--- src/rtl/asym_width_fifo_pkg.sv ---
// asym_fifo_pkg: constant helper functions shared by the asymmetric FIFO and its RAM.
// Widths are related by a power-of-two RATIO; the narrower width is the storage unit.
package asym_fifo_pkg;

  // Largest ratio between write and read widths that the FIFO is meant to support.
  localparam int MAX_RATIO = 16;

  // Ceiling log2 for elaboration-time sizing.
  function automatic int log2(input int value);
    int result;
    result = 0;
    for (int i = 0; i < 32; i++) begin
      if ((1 << i) < value) result = i + 1;
    end
    return result;
  endfunction

  function automatic int max_int(input int a, input int b);
    return (a > b) ? a : b;
  endfunction

  function automatic int min_int(input int a, input int b);
    return (a < b) ? a : b;
  endfunction

  // Ratio between the wide and the narrow port.
  function automatic int ratio_of(input int widthw, input int widthr);
    return max_int(widthw, widthr) / min_int(widthw, widthr);
  endfunction

  // log2 of the width ratio, i.e. how many address bits select a lane.
  function automatic int log2_ratio_of(input int widthw, input int widthr);
    return log2(ratio_of(widthw, widthr));
  endfunction

  // Narrow words consumed by one write.
  function automatic int wstep_of(input int widthw, input int widthr);
    return widthw / min_int(widthw, widthr);
  endfunction

  // Narrow words produced by one read.
  function automatic int rstep_of(input int widthw, input int widthr);
    return widthr / min_int(widthw, widthr);
  endfunction

  // True when the width pair is a legal power-of-two ratio no larger than MAX_RATIO.
  function automatic bit ratio_ok(input int widthw, input int widthr);
    int r;
    r = ratio_of(widthw, widthr);
    return (r <= MAX_RATIO) && ((1 << log2_ratio_of(widthw, widthr)) == r);
  endfunction

endpackage

--- src/rtl/asym_width_fifo_sdp_ram.sv ---
// asym_sdp_ram: simple-dual-port RAM stored as SIZE narrow words.
// The write port and the read port may each be wide (several lanes) or narrow (one lane).
// Reads are registered; the array and the read register have no reset.
module asym_sdp_ram
  import asym_fifo_pkg::*;
#(
  parameter int WIDTHW    = 8,
  parameter int WIDTHR    = 32,
  parameter int SIZE      = 256,
  parameter int ADDRWIDTH = 8
) (
  input  logic                 clk,
  input  logic                 we,
  input  logic [ADDRWIDTH-1:0] waddr,
  input  logic [WIDTHW-1:0]    wdata,
  input  logic                 re,
  input  logic [ADDRWIDTH-1:0] raddr,
  output logic [WIDTHR-1:0]    rdata
);

  localparam int MINW  = min_int(WIDTHW, WIDTHR);
  localparam int WSTEP = wstep_of(WIDTHW, WIDTHR);
  localparam int RSTEP = rstep_of(WIDTHW, WIDTHR);

  logic [MINW-1:0]      mem [SIZE];

  logic [ADDRWIDTH-1:0] wlane_addr [WSTEP];
  logic [MINW-1:0]      wlane_data [WSTEP];
  logic [ADDRWIDTH-1:0] rlane_addr [RSTEP];

  // Split a wide write into narrow lanes; lane 0 is the least significant slice.
  for (genvar k = 0; k < WSTEP; k++) begin : g_wlane
    assign wlane_addr[k] = waddr + ADDRWIDTH'(k);
    assign wlane_data[k] = wdata[k*MINW +: MINW];
  end

  // Lane addresses for a wide read; lane 0 lands in the LSBs of rdata.
  for (genvar k = 0; k < RSTEP; k++) begin : g_rlane
    assign rlane_addr[k] = raddr + ADDRWIDTH'(k);
  end

  // Narrow-word storage with all write lanes and registered read lanes on one edge.
  always_ff @(posedge clk) begin
    if (we) begin
      for (int k = 0; k < WSTEP; k++) begin
        mem[wlane_addr[k]] <= wlane_data[k];
      end
    end
    if (re) begin
      for (int k = 0; k < RSTEP; k++) begin
        rdata[k*MINW +: MINW] <= mem[rlane_addr[k]];
      end
    end
  end

endmodule

--- src/rtl/asym_width_fifo.sv ---
// asym_width_fifo: single-clock FIFO converting WIDTHW-bit writes into WIDTHR-bit reads.
// Data is packed little-endian: the first narrow word occupies the LSBs of a wide word.
// Pointers and level count narrow words; the RAM holds SIZE narrow words.
// Build macro ASYM_FIFO_FWFT_EN selects first-word-fall-through reads; without it,
// rd_valid is a one-cycle pulse following each accepted read.
module asym_width_fifo
  import asym_fifo_pkg::*;
#(
  parameter int WIDTHW    = 8,
  parameter int WIDTHR    = 32,
  parameter int SIZE      = 256,
  parameter int ADDRWIDTH = 8
) (
  input  logic                 clk,
  input  logic                 rst,
  input  logic                 wr_en,
  input  logic [WIDTHW-1:0]    din,
  output logic                 full,
  input  logic                 rd_en,
  output logic [WIDTHR-1:0]    dout,
  output logic                 rd_valid,
  output logic                 empty,
  output logic [ADDRWIDTH:0]   level,
  output logic                 overflow,
  output logic                 underflow
);

  localparam int WSTEP = wstep_of(WIDTHW, WIDTHR);
  localparam int RSTEP = rstep_of(WIDTHW, WIDTHR);

  // Step sizes at pointer width and at level width.
  localparam logic [ADDRWIDTH-1:0] WSTEP_A = ADDRWIDTH'(WSTEP);
  localparam logic [ADDRWIDTH-1:0] RSTEP_A = ADDRWIDTH'(RSTEP);
  localparam logic [ADDRWIDTH:0]   WSTEP_L = (ADDRWIDTH+1)'(WSTEP);
  localparam logic [ADDRWIDTH:0]   RSTEP_L = (ADDRWIDTH+1)'(RSTEP);
  localparam logic [ADDRWIDTH:0]   SIZE_L  = (ADDRWIDTH+1)'(SIZE);

  logic [ADDRWIDTH-1:0] wptr;
  logic [ADDRWIDTH-1:0] rptr;
  logic [ADDRWIDTH:0]   level_q;
  logic [ADDRWIDTH:0]   level_next;
  logic                 rd_valid_q;
  logic                 rd_valid_next;
  logic                 dout_loaded;
  logic                 wacc;
  logic                 ram_re;
  logic [WIDTHR-1:0]    ram_q;

  // A write needs WSTEP free narrow slots, judged on the level at the start of the cycle.
  assign full = (SIZE_L - level_q) < WSTEP_L;
  assign wacc = wr_en && !full;

`ifdef ASYM_FIFO_FWFT_EN
  // Narrow words still sitting in the RAM, i.e. not already presented on dout.
  logic [ADDRWIDTH:0] stored;
  logic               pop;

  assign stored = level_q - (rd_valid_q ? RSTEP_L : '0);
  assign pop    = rd_en && rd_valid_q;
  assign empty  = !rd_valid_q;
  // Prefetch the next head whenever dout is free or is being consumed this cycle.
  assign ram_re = (stored >= RSTEP_L) && (pop || !rd_valid_q);

  // Level counts the prefetched word, so only a pop removes RSTEP words.
  always_comb begin
    level_next    = level_q + (wacc ? WSTEP_L : '0) - (pop ? RSTEP_L : '0);
    rd_valid_next = rd_valid_q;
    if (ram_re) begin
      rd_valid_next = 1'b1;
    end else if (pop) begin
      rd_valid_next = 1'b0;
    end
  end
`else
  // Standard mode: a read needs RSTEP stored narrow words at the start of the cycle.
  assign empty  = level_q < RSTEP_L;
  assign ram_re = rd_en && !empty;

  // Level moves by both steps when a write and a read are accepted together.
  always_comb begin
    level_next    = level_q + (wacc ? WSTEP_L : '0) - (ram_re ? RSTEP_L : '0);
    rd_valid_next = ram_re;
  end
`endif

  // Storage: writes land at wptr, reads come from rptr one cycle later.
  asym_sdp_ram #(
    .WIDTHW    (WIDTHW),
    .WIDTHR    (WIDTHR),
    .SIZE      (SIZE),
    .ADDRWIDTH (ADDRWIDTH)
  ) u_ram (
    .clk   (clk),
    .we    (wacc),
    .waddr (wptr),
    .wdata (din),
    .re    (ram_re),
    .raddr (rptr),
    .rdata (ram_q)
  );

  // Pointers advance in narrow units and wrap naturally at SIZE.
  always_ff @(posedge clk or posedge rst) begin
    if (rst) begin
      wptr <= '0;
      rptr <= '0;
    end else begin
      if (wacc) wptr <= wptr + WSTEP_A;
      if (ram_re) rptr <= rptr + RSTEP_A;
    end
  end

  // Occupancy and read-valid state; reset discards any partially transferred data.
  always_ff @(posedge clk or posedge rst) begin
    if (rst) begin
      level_q     <= '0;
      rd_valid_q  <= 1'b0;
      dout_loaded <= 1'b0;
    end else begin
      level_q    <= level_next;
      rd_valid_q <= rd_valid_next;
      if (ram_re) dout_loaded <= 1'b1;
    end
  end

  // Error pulses for requests made against the current-cycle flags.
  always_ff @(posedge clk or posedge rst) begin
    if (rst) begin
      overflow  <= 1'b0;
      underflow <= 1'b0;
    end else begin
      overflow  <= wr_en && full;
      underflow <= rd_en && empty;
    end
  end

  // The RAM read register is not reset, so dout is forced to zero until the first read.
  assign dout     = dout_loaded ? ram_q : '0;
  assign rd_valid = rd_valid_q;
  assign level    = level_q;

endmodule

--- config.mk ---
export PLATFORM = sky130hd
export DESIGN_NAME = asym_width_fifo
export DESIGN_NICKNAME = d
export VERILOG_FILES = /design/src/rtl/asym_width_fifo_pkg.sv /design/src/rtl/asym_width_fifo_sdp_ram.sv /design/src/rtl/asym_width_fifo.sv
export SDC_FILE = /design/constraint.sdc
export NUM_CORES = 2
export LEC_CHECK = 0
export CORE_UTILIZATION = 25
export CTS_CLUSTER_SIZE = 24
export DETAILED_ROUTE_END_ITERATION = 8
export SLEW_MARGIN = 20
export SYNTH_ARGS = -nofsm -noshare
export SYNTH_HDL_FRONTEND = slang
export SYNTH_SLANG_ARGS = --single-unit
--- constraint.sdc ---
create_clock -name clk -period 3.28 [get_ports clk]
set_input_delay 0.656 -clock clk [delete_from_list [all_inputs] [get_ports clk]]
set_output_delay 0.656 -clock clk [all_outputs]
set_load 0.02 [all_outputs]
==> flow_metrics.py <==
metrics = {
    "outcome": {
        "status": "completed",
    },
    "clocking": {
        "clkTransAtPathRegs_ps": 70,
        "clock_sinks": 2107,
        "cts_hold_buf": 0,
        "cts_buffers": 199,
        "tritoncts": "yes",
        "clock_latency_ps": 850,
        "clock_path_buffers": 3,
        "cts_root_buffer": "clkbuf_16",
        "ctsHtreeMaxLevel": 4,
    },
    "global_route": {
        "grtUsageMet3_pct": 1.72,
        "antenna_found_initial": 12,
        "grt-busiest-layer": "met2",
        "track_usage_pct": 12.2,
        "grt_max_degree": 115,
        "met1_usage_pct": 15.8,
        "grt_overflow": 0,
        "grt_first_pass_wirelength_mm": 296,
        "grt_pass1_vias": 40700,
        "grt_util_met2_pct": 20.7,
    },
    "die": {
        "std_cell_rows": 209,
        "fp.dieArea_um2": 329000,
        "coreArea_um2": 325000,
        "io_pins": 58,
        "start_util_pct": 25.2,
        "die_h_um": 574,
        "die_x_um": 574,
    },
    "setup_path": {
        "cp_max_fo": 2,
        "critPathLaunchType": "flop",
        "crit_path_end": "full",
        "crit_start": "level[1]",
        "arrival_ps": 2600,
        "crit_type": "reg -> out",
        "crit-reg2reg-launch": "level[4]",
        "r2r_cells": 12,
        "reg2reg_to": "u_ram.mem[124][4]",
        "worstPathRequired_ps": 2620,
        "rrSetupSlack_ps": 150,
        "timing.critical_path.to_type": "output port",
    },
    "power": {
        "p_per_area_nw_per_um2": 797,
        "p_leak_nw": 30.4,
        "peakVddDrop_uv": 484,
        "p_total_mw": 78.0,
    },
    "timing": {
        "setup_viol": 0,
        "worst_slack_ps": 20.5,
        "fmax_mhz": 307,
        "fin_skew_ps": 32.7,
        "min_period_ps": 3260,
        "rsz0062_at_grt": "yes",
        "slew_headroom_pct": 30.2,
        "final_max_slew_viol_count": 0,
        "fin_crit_sh_pct": 99.4,
        "finalHoldViolCount": 0,
        "tightest_slew_ps": 1050,
    },
    "route": {
        "drtIter0Drc": 4057,
        "routed_wl_mm": 204,
        "vias": 39400,
        "avgViaCountPerCell": 4.49,
        "first_pass_iters": 6,
        "wl_per_cell_um": 23.3,
        "final_antenna_net_count": 0,
        "drc": 0,
    },
    "logic_synthesis": {
        "synth_fp_nets": 3755,
        "ys_warn_count": 0,
        "ys_types": 40,
        "ys_seq_area_share_pct": 77.2,
        "syn_avg_cell_area_um2": 22.0,
        "synth-seq-cells": 2107,
        "synth.top_cell.area_share_pct": 76.4,
        "synth_top_cell_by_area": "edfxtp_1",
        "syn_inst": 3718,
        "netlist_top_cells_area": "edfxtp_1 76%, mux4_2 16%, nor2_1 1.3%",
        "netlist_area_um2": 81800,
    },
    "placement": {
        "hpwl_mm": 132,
        "port_buffers": 57,
        "dpl.cell_count": 8354,
        "pre_cts_slack_ps": 96.2,
        "gp_congestion": 0.824,
    },
    "layout": {
        "utilization_pct": 30.1,
        "nFillCells": 31200,
        "post_layout_nonfiller_instances": 8781,
        "drive_gt1_share_pct": 32.9,
        "regArea_um2": 63200,
        "final_nets": 4270,
        "area_growth_pct": 19.7,
        "multi_input_area_um2": 17700,
    },
    "worst_hold_path": {
        "hold_class": "in -> reg",
    },
    "job": {
        "cap_violations": 0,
    },
}
[layout make-up]
class	instances	area share, %
inverter	20	0.0767
clock buffer	232	5.24
sequential	2107	64.5
clock inverter	143	1.45
antenna	49	0.125
multi-input combinational	1379	18.1
timing repair buffer	526	4.96
tap	4325	5.53
[synthesized netlist by cell type, drive strengths merged]
library cell	count
o21a	1
mux2	66
nor4	1
o41ai	1
nor3	4
nand2b	3
a22oi	79
dfrtp	27
ha	25
buf	110
or3	1
a21oi	4
inv	20
a211o	1
and2	40
nor2	277
xnor2	17
mux4	576
o21ai	50
o211ai	2
edfxtp	2080
clkbuf	102
nand2	104
o21bai	4
xor2	7
and3	4
nor3b	2
a31oi	1
nand4	17
nand3	78
a21boi	2
nor2b	12
[metal layers]
metal | part of all wire [%] | vias up
met5 | 0.0088 | -
met4 | 3.4 | 4
met3 | 5.3 | 270
met2 | 50 | 1237
met1 | 41 | 21400
li1 | - | 16600
[cells in the final DEF (no fill, tap or decap), drive strengths merged, types with 27 or more instances in the layout]
| master | netlist | final |
|---|---|---|
| edfxtp | 2080 | 2080 |
| mux4 | 576 | 576 |
| buf | 110 | 470 |
| nor2 | 277 | 277 |
| clkbuf | 102 | 240 |
| clkinv | 0 | 108 |
| nand2 | 104 | 104 |
| a22oi | 79 | 79 |
| nand3 | 78 | 78 |
| mux2 | 66 | 66 |
| o21ai | 50 | 50 |
| diode | 0 | 49 |
| clkdlybuf4s50 | 0 | 47 |
| and2 | 40 | 40 |
| dfrtp | 27 | 27 |
[registers in the layout (all words and copies together) (netlist names)]
name and flops:
wptr 8, rptr 6, overflow 1, u_ram.mem 2048, level 9, rd_valid 1
u_ram.rdata 32, underflow 1, dout_loaded 1
[worst max-delay path, stage by stage (launching register included)]
cell and delay (ps):
dfrtp_2 420, inv_2 90, ha_4 130, nor3b_4 210
nand3_2 120, xnor2_2 200, nand2_1 90, nor4_2 310
buf_4 190
[how the worst min path moves through the flow]
stage                         to  slack, ps     from  cells past startpoint
3_5_place_dp             wptr[3]        530  wptr[3]                      1
4_1_cts        u_ram.mem[105][7]        230   din[7]                      1
6_report       u_ram.mem[105][7]        280   din[7]                      1
5_1_grt        u_ram.mem[105][7]        260   din[7]                      1
2_1_floorplan            wptr[3]        490  wptr[3]                      1
3_3_place_gp             wptr[3]        510  wptr[3]                      1
[kinds of logic after synthesis]
family	share of synthesized area [%]
buf+inv	1.28
xor+xnor	0.257
flops	77.2
simple gates	2.95
mux	16.8
compound gates	1.17
fa+ha+maj	0.382
[metrics by stage]
step / hold slack [ps] / setup TNS [ps] / area, um2
after floorplan: 493 / 0 / 81800
after global placement: 507 / 0 / 91100
after detailed placement: 531 / 0 / 91100
after CTS: 226 / -85.3 / 97700
after global routing: 264 / -144 / 97900
final: 279 / 0 / 97900
[timing repair]
item | 4_1_cts | 5_1_grt
endpoints found under the hold margin | 0 | 0
buffers inserted | 0 | 3
pin swaps | 0 | 7
endpoints found under the setup margin | 16 | 3
resized for setup | 10 | 16
gates cloned | 0 | 0
[where the power goes]
group          internal [mW]  total [mW]  switching, mW
clock                   12.9        23.0           10.1
combinational           10.8        23.5           12.7
sequential              30.4        31.5           1.08
total                   54.1        78.0           23.9
Note: power is estimated with default switching activity, not from simulation.
